--- src/rtl/dcache_dm_if.sv ---
// dcache_dm_if: bundle of the load/store pipeline port and the backing-RAM
// req/ack port of the direct-mapped data cache.
//   Pipeline side : rd_en, wr_en, addr, wdata, be  -> cache
//                   rdata, stall                   <- cache
//   Memory side   : mem_req, mem_we, mem_addr, mem_wdata, mem_be <- cache
//                   mem_ack, mem_rdata                          -> cache
// modport slave  : the cache itself.
// modport master : the environment (pipeline + memory) around the cache.
interface dcache_dm_if #(
    parameter int WIDTH = 32
);
    logic             rd_en;
    logic             wr_en;
    logic [WIDTH-1:0] addr;
    logic [WIDTH-1:0] wdata;
    logic [3:0]       be;
    logic [WIDTH-1:0] rdata;
    logic             stall;
    logic             mem_req;
    logic             mem_we;
    logic [WIDTH-1:0] mem_addr;
    logic [WIDTH-1:0] mem_wdata;
    logic [3:0]       mem_be;
    logic             mem_ack;
    logic [WIDTH-1:0] mem_rdata;

    modport master (
        output rd_en, wr_en, addr, wdata, be, mem_ack, mem_rdata,
        input  rdata, stall, mem_req, mem_we, mem_addr, mem_wdata, mem_be
    );

    modport slave (
        input  rd_en, wr_en, addr, wdata, be, mem_ack, mem_rdata,
        output rdata, stall, mem_req, mem_we, mem_addr, mem_wdata, mem_be
    );
endinterface

--- src/rtl/dcache_dm.sv ---
// dcache_dm: direct-mapped, write-through, no-write-allocate data cache.
// Loads hit in the same cycle; a miss refills the whole line word by word
// over the req/ack memory port. Every store goes to memory with its byte
// mask and updates the cached word only when the line is resident.
// Ports:
//   clk, rst_n        clock, asynchronous active-low reset
//   bus (slave)       pipeline request/response and memory req/ack signals
//   hit_count/miss_count (only with DCACHE_PERF_EN) saturating event counters
// Optional feature macro: DCACHE_PERF_EN.
module dcache_dm #(
    parameter int WIDTH      = 32,
    parameter int LINES      = 16,
    parameter int LINE_WORDS = 4
) (
    input  logic        clk,
    input  logic        rst_n,
    dcache_dm_if.slave  bus
`ifdef DCACHE_PERF_EN
    ,
    output logic [31:0] hit_count,
    output logic [31:0] miss_count
`endif
);
    localparam int WO    = $clog2(LINE_WORDS);
    localparam int IW    = $clog2(LINES);
    localparam int CW    = (WO > 0) ? WO : 1;
    localparam int AW    = WO + IW;              // index + word offset = data array pointer
    localparam int TW    = WIDTH - 2 - AW;
    localparam int DEPTH = LINES * LINE_WORDS;

    localparam logic [AW-1:0]    WMASK     = AW'(LINE_WORDS - 1);
    localparam logic [CW-1:0]    LAST      = CW'(LINE_WORDS - 1);
    localparam logic [WIDTH-1:0] LINE_MASK = WIDTH'(LINE_WORDS * 4 - 1);
    localparam logic [WIDTH-1:0] BYTE_MASK = WIDTH'(3);

    typedef enum logic [1:0] {S_IDLE, S_REFILL, S_WRITE} state_t;

    state_t           state_q, state_d;
    logic [CW-1:0]    cnt_q;
    logic [LINES-1:0] valid_q;
    logic [TW-1:0]    tags [LINES];
    logic [WIDTH-1:0] data [DEPTH];

    logic [IW-1:0] idx;
    logic [TW-1:0] tag_in;
    logic [AW-1:0] dptr, fptr;
    logic          hit, fill_last, fill_we, store_we;

    assign idx       = bus.addr[2+WO +: IW];
    assign tag_in    = bus.addr[WIDTH-1 -: TW];
    assign dptr      = bus.addr[2 +: AW];
    assign fptr      = (dptr & ~WMASK) | AW'(cnt_q);
    assign hit       = valid_q[idx] && (tags[idx] == tag_in);
    assign fill_last = (cnt_q == LAST);

    always_comb begin
        state_d       = state_q;
        bus.stall     = 1'b0;
        bus.rdata     = '0;
        bus.mem_req   = 1'b0;
        bus.mem_we    = 1'b0;
        bus.mem_addr  = '0;
        bus.mem_wdata = '0;
        bus.mem_be    = '0;
        fill_we       = 1'b0;
        store_we      = 1'b0;
        unique case (state_q)
            S_IDLE: begin
                // a simultaneous load+store is handled as the store
                if (bus.wr_en) begin
                    bus.stall = 1'b1;
                    state_d   = S_WRITE;
                end else if (bus.rd_en) begin
                    if (hit) begin
                        bus.rdata = data[dptr];
                    end else begin
                        bus.stall = 1'b1;
                        state_d   = S_REFILL;
                    end
                end
            end
            S_REFILL: begin
                bus.stall    = 1'b1;
                bus.mem_req  = 1'b1;
                bus.mem_addr = (bus.addr & ~LINE_MASK) | (WIDTH'(cnt_q) << 2);
                if (bus.mem_ack) begin
                    fill_we = 1'b1;
                    if (fill_last) state_d = S_IDLE;
                end
            end
            S_WRITE: begin
                bus.mem_req   = 1'b1;
                bus.mem_we    = 1'b1;
                bus.mem_addr  = bus.addr & ~BYTE_MASK;
                bus.mem_wdata = bus.wdata;
                bus.mem_be    = bus.be;
                // release the pipeline in the ack cycle so the next request
                // is presented while the FSM returns to IDLE
                bus.stall     = !bus.mem_ack;
                if (bus.mem_ack) begin
                    store_we = hit;
                    state_d  = S_IDLE;
                end
            end
            default: state_d = S_IDLE;
        endcase
    end

    always_ff @(posedge clk or negedge rst_n) begin
        if (!rst_n) begin
            state_q <= S_IDLE;
            cnt_q   <= '0;
            valid_q <= '0;
        end else begin
            state_q <= state_d;
            if (fill_we) begin
                cnt_q        <= fill_last ? '0 : cnt_q + CW'(1);
                // line is invalid while its words are being replaced, so an
                // interrupted refill never leaves a half-new line visible
                valid_q[idx] <= fill_last;
            end
        end
    end

    // tag/data storage needs no reset: valid bits gate every use
    always_ff @(posedge clk) begin
        if (fill_we) begin
            data[fptr] <= bus.mem_rdata;
            if (fill_last) tags[idx] <= tag_in;
        end
        if (store_we) begin
            for (int b = 0; b < 4; b++) begin
                if (bus.be[b]) data[dptr][8*b +: 8] <= bus.wdata[8*b +: 8];
            end
        end
    end

`ifdef DCACHE_PERF_EN
    // replay_q marks the IDLE cycle right after a refill, where the held
    // load hits but was already counted as a miss
    logic replay_q;

    always_ff @(posedge clk or negedge rst_n) begin
        if (!rst_n) begin
            hit_count  <= '0;
            miss_count <= '0;
            replay_q   <= 1'b0;
        end else begin
            replay_q <= fill_we && fill_last;
            if (state_q == S_IDLE && bus.rd_en && !bus.wr_en && hit && !replay_q
                && hit_count != '1)
                hit_count <= hit_count + 32'd1;
            if (state_q == S_IDLE && state_d == S_REFILL && miss_count != '1)
                miss_count <= miss_count + 32'd1;
        end
    end
`endif
endmodule

--- src/flat_wrapper.sv ---
// flat-port wrapper written by rule: the top's interface ports become plain ports
module dcache_dm_flat 
#(
    parameter int WIDTH      = 32,
    parameter int LINES      = 16,
    parameter int LINE_WORDS = 4
)
  (clk, rst_n, bus_rd_en, bus_wr_en, bus_addr, bus_wdata, bus_be, bus_mem_ack, bus_mem_rdata, bus_rdata, bus_stall, bus_mem_req, bus_mem_we, bus_mem_addr, bus_mem_wdata, bus_mem_be);
  dcache_dm_if #(.WIDTH(WIDTH)) bus_i ();
  input  logic clk;
  input  logic rst_n;
  input wire logic [$bits(bus_i.rd_en)-1:0] bus_rd_en;
  input wire logic [$bits(bus_i.wr_en)-1:0] bus_wr_en;
  input wire logic [$bits(bus_i.addr)-1:0] bus_addr;
  input wire logic [$bits(bus_i.wdata)-1:0] bus_wdata;
  input wire logic [$bits(bus_i.be)-1:0] bus_be;
  input wire logic [$bits(bus_i.mem_ack)-1:0] bus_mem_ack;
  input wire logic [$bits(bus_i.mem_rdata)-1:0] bus_mem_rdata;
  output wire logic [$bits(bus_i.rdata)-1:0] bus_rdata;
  output wire logic [$bits(bus_i.stall)-1:0] bus_stall;
  output wire logic [$bits(bus_i.mem_req)-1:0] bus_mem_req;
  output wire logic [$bits(bus_i.mem_we)-1:0] bus_mem_we;
  output wire logic [$bits(bus_i.mem_addr)-1:0] bus_mem_addr;
  output wire logic [$bits(bus_i.mem_wdata)-1:0] bus_mem_wdata;
  output wire logic [$bits(bus_i.mem_be)-1:0] bus_mem_be;
  assign bus_i.rd_en = bus_rd_en;
  assign bus_i.wr_en = bus_wr_en;
  assign bus_i.addr = bus_addr;
  assign bus_i.wdata = bus_wdata;
  assign bus_i.be = bus_be;
  assign bus_i.mem_ack = bus_mem_ack;
  assign bus_i.mem_rdata = bus_mem_rdata;
  assign bus_rdata = bus_i.rdata;
  assign bus_stall = bus_i.stall;
  assign bus_mem_req = bus_i.mem_req;
  assign bus_mem_we = bus_i.mem_we;
  assign bus_mem_addr = bus_i.mem_addr;
  assign bus_mem_wdata = bus_i.mem_wdata;
  assign bus_mem_be = bus_i.mem_be;
  dcache_dm #(.WIDTH(WIDTH), .LINES(LINES), .LINE_WORDS(LINE_WORDS)) u_core (.clk(clk), .rst_n(rst_n), .bus(bus_i));
endmodule
--- config.mk ---
export PLATFORM = sky130hd
export DESIGN_NAME = dcache_dm_flat
export DESIGN_NICKNAME = d
export VERILOG_FILES = /design/src/rtl/dcache_dm_if.sv /design/src/rtl/dcache_dm.sv /design/src/flat_wrapper.sv
export SDC_FILE = /design/constraint.sdc
export NUM_CORES = 2
export LEC_CHECK = 0
export CAP_MARGIN = 20
export CELL_PAD_IN_SITES_DETAIL_PLACEMENT = 1
export CELL_PAD_IN_SITES_GLOBAL_PLACEMENT = 1
export CORE_MARGIN = 3
export CORE_UTILIZATION = 40
export CTS_CLUSTER_DIAMETER = 100
export CTS_CLUSTER_SIZE = 8
export DETAILED_ROUTE_END_ITERATION = 12
export HOLD_SLACK_MARGIN = 0.06
export PLACE_DENSITY_LB_ADDON = 0.08
export SYNTH_ARGS = -nofsm -noshare
export SYNTH_HDL_FRONTEND = slang
export SYNTH_SLANG_ARGS = --single-unit
--- constraint.sdc ---
create_clock -name clk -period 6.65 [get_ports clk]
set_input_delay 0.9975 -clock clk [delete_from_list [all_inputs] [get_ports clk]]
set_output_delay 0.9975 -clock clk [all_outputs]
set_load 0.02 [all_outputs]
==> results.ini <==
[routing]
wire_per_inst_um=32.7
drtPass1Iterations=5
via_per_inst=5.77
dr.first_iter.drc_count=4826
wirelength_um=282000
vias=49600
route.detailed.drc=0
antenna_left=0

[placed_design]
routabilityCongestion=0.779
io_buffers=203
dp_hpwl_um=173000
place_inst=8202

[yosys]
synth_common_cells=2432 x edfxtp_1, 635 x mux4_2, 212 x nor3_1
yosys.area.top_type=edfxtp_1
ys_async_sr_fraction_pct=0.816
ys_seq_area_share_pct=75.7
synth_area_per_cell_um2=21.2
syn_inst=4580
synth_area_leaders=edfxtp_1 75%, mux4_2 15%, mux2_2 1.6%
synth_edf_count=2432
yosysWarnings=0
synth_cell_types=63
syn_area_um2=97100
synthFlopType=edfxtp_1
synth_top_area_share_pct=75.2
synth_most_common_cell=edfxtp_1
yosys_register_bits=2452

[cts]
cts.reportedPaths.clkPinSlew_ns=0.05
cts-hold-fix-buffers=0
cts_buffer_depth=4
cts_tree=yes
cts_buffers=356
cts.sinks=2452
clock_latency_ns=0.93
cts-root-buf=clkbuf_16
htreeDepth=5

[setup_path]
crit_buf_inv=8
reg2reg_slack_ns=1.31
critPathCaptureType=output port
criticalPathCategory=in -> out
max_stage_delay_ns=0.52
crit_chain=buf_8 > buf_4 > buf_4 > mux4_2 > mux2i_1 > xor2_1 > o2111ai_1 > o2bb2ai_1 > nand3_1 > nor4_4 > buf_4 > nand3_4 > buf_12 > buf_4 > nor4_1 > buf_4 > buf_12
crit_arrival_ns=5.38
reg2regPathDepth=11
worst_ep_required_time_ns=5.65
cp_top_family=buffers and inverters
worst_path_most_repeated_cell=buf_4
worstReg2RegStart=u_core.tags[6][5]$_DFFE_PP_
worstReg2RegEnd=u_core.data[61][22]$_DFFE_PP_
crit_slowest_cell=mux4_2
crit_path_max_fanout=17
critPathLaunchType=input port

[floorplanning]
pin_count=208
row_count=180
dieArea_um2=249000
fp.dieH_um=499
die_x_um=499
core_area_um2=241000
initial_utilization_pct=40.3

[timing]
tns_ns=0
min_period_over_period_pct=95.9
setup_viol=0
period_minus_slack_ns=6.38
hold_violations=0
rsz0062_at_grt=no
fin_skew_ns=0.0471
worst_pin_slew_ns=1.12
worst_slew_margin_rel_pct=25.2
finalMaxSlewViolations=0
fmax_mhz=157

[global_routing]
grt_pass1_wl_um=402000
grt_usage_pct=22.6
grt_max_degree=78
grt.overflow.total=0
grt_pass1_vias=52500
antenna_found_initial=15

[layout]
area_delta_synth_final_pct=19.9
drive_above_1_share_pct=32.6
final_cell_count_no_fill=8604
multi_input_area_um2=22500
nNetsFinal=5486
n_fill_cell=21500
regArea_um2=73500

[min_path]
hp-class=in -> async

[power]
power_density_nw_per_um2=310
total_leakage_power_uw=0.0371
peakVddDrop_v=0.000191
total_power_uw=36100

[outcome]
status=complete, no violations

[job]
max_cap_violations=0

==> cells by family (layout without fill, tap and decap cells) <==
family	Yosys count	count (layout)	synth area share (%)
DFF	2452	2452	75.7
muxes	884	884	17.5
and+or+nand+nor	586	586	2.99
buffers and inverters	325	1160	1.39
AOI/OAI and AO/OA	304	304	2.11
xor gates and xnor gates	23	23	0.208
adders and majority gates	5	5	0.0644
other	1	5	0.00386
==> final cells by class <==
| cell class | count | area share, % |
|---|---|---|
| clock inverters | 8 | 0.0979 |
| inverters | 16 | 0.0516 |
| flip-flops and latches | 2452 | 63.2 |
| well taps | 3185 | 3.42 |
| clock buffers | 390 | 7.84 |
| repair buffers | 746 | 6.07 |
| multi-input cells | 1804 | 19.3 |
| diodes | 3 | 0.00645 |
==> sequential cells by signal, summed over array words and instances, names as in the netlist <==
name / cells
u_core.data: 2048
u_core.cnt_q: 2
u_core.valid_q: 16
u_core.state_q: 2
u_core.tags: 384
==> report_power, final <==
part	internal [uW]	switching, uW	leakage (uW)
sequential	17100	38.6	0.0221
clock	9530	6100	0.00452
combinational	1250	2040	0.0104
total	27900	8190	0.0371
==> timing repair <==
action                     CTS  global route
gates resized for setup      4             3
setup endpoints to repair   16             6
buffers inserted             0             0
==> metal layers <==
metal | global-route usage (%) | vias up | part of all wire [%]
li1 | - | 20700 | -
met1 | 31.9 | 27200 | 44
met2 | 37.0 | 1373 | 49
met3 | 3.38 | 396 | 4.9
met4 | 5.53 | 0 | 2.3
met5 | 0 | - | 0
==> through the flow <==
stage	area [um^2]	hold slack, ns	worst slack (ns)	util [%]
6_report	116000	0.331	0.274	48.3
2_1_floorplan	97100	0.469	0.710	-
3_3_place_gp	107000	0.486	-0.530	44.4
5_1_grt	116000	0.294	0.0109	48.3
3_5_place_dp	107000	0.500	-0.471	44.4
4_1_cts	116000	0.277	0.000908	48.3
==> cell usage in the layout (no fill, tap or decap), types with 7 or more instances in the layout <==
cell             netlist  layout
a21oi_1                9       9
a22o_1                14      14
a22oi_1               21      17
and2_1                73      73
buf_12                 0      76
buf_4                 10     486
clkbuf_1             196      30
clkbuf_16              0     360
clkdlybuf4s50_1        0     176
dfrtp_1               20      20
edfxtp_1            2432    2432
inv_1                 16      15
mux2_2               142     142
mux2i_1              107     102
mux4_2               635     635
nand2_1               51      50
nand2b_1               9       8
nand3_1               11       7
nor2_1               161     146
nor2_4                 0      14
nor2b_1               16      16
nor3_1               212     210
nor4_1                14      11
o211ai_1              17      17
o21ai_0               88      88
o221ai_1              32      32
o22ai_1               74      74
or2_2                  8       8
xnor2_1               15      15
xor2_1                 8       8
==> worst max-delay path by stage <==
stage,slack (ns),endpoint,depth (start not counted),startpoint
after floorplan,0.71,bus_rdata[14],14,bus_addr[5]
after global placement,-0.53,bus_rdata[16],15,bus_addr[4]
after detailed placement,-0.47,bus_rdata[18],15,bus_addr[4]
after CTS,0.0009,bus_rdata[18],17,bus_addr[4]
after global routing,0.01,bus_rdata[5],16,bus_addr[4]
final,0.27,bus_rdata[11],17,bus_addr[4]
No activity file was read; power rests on OpenSTA's default activity.
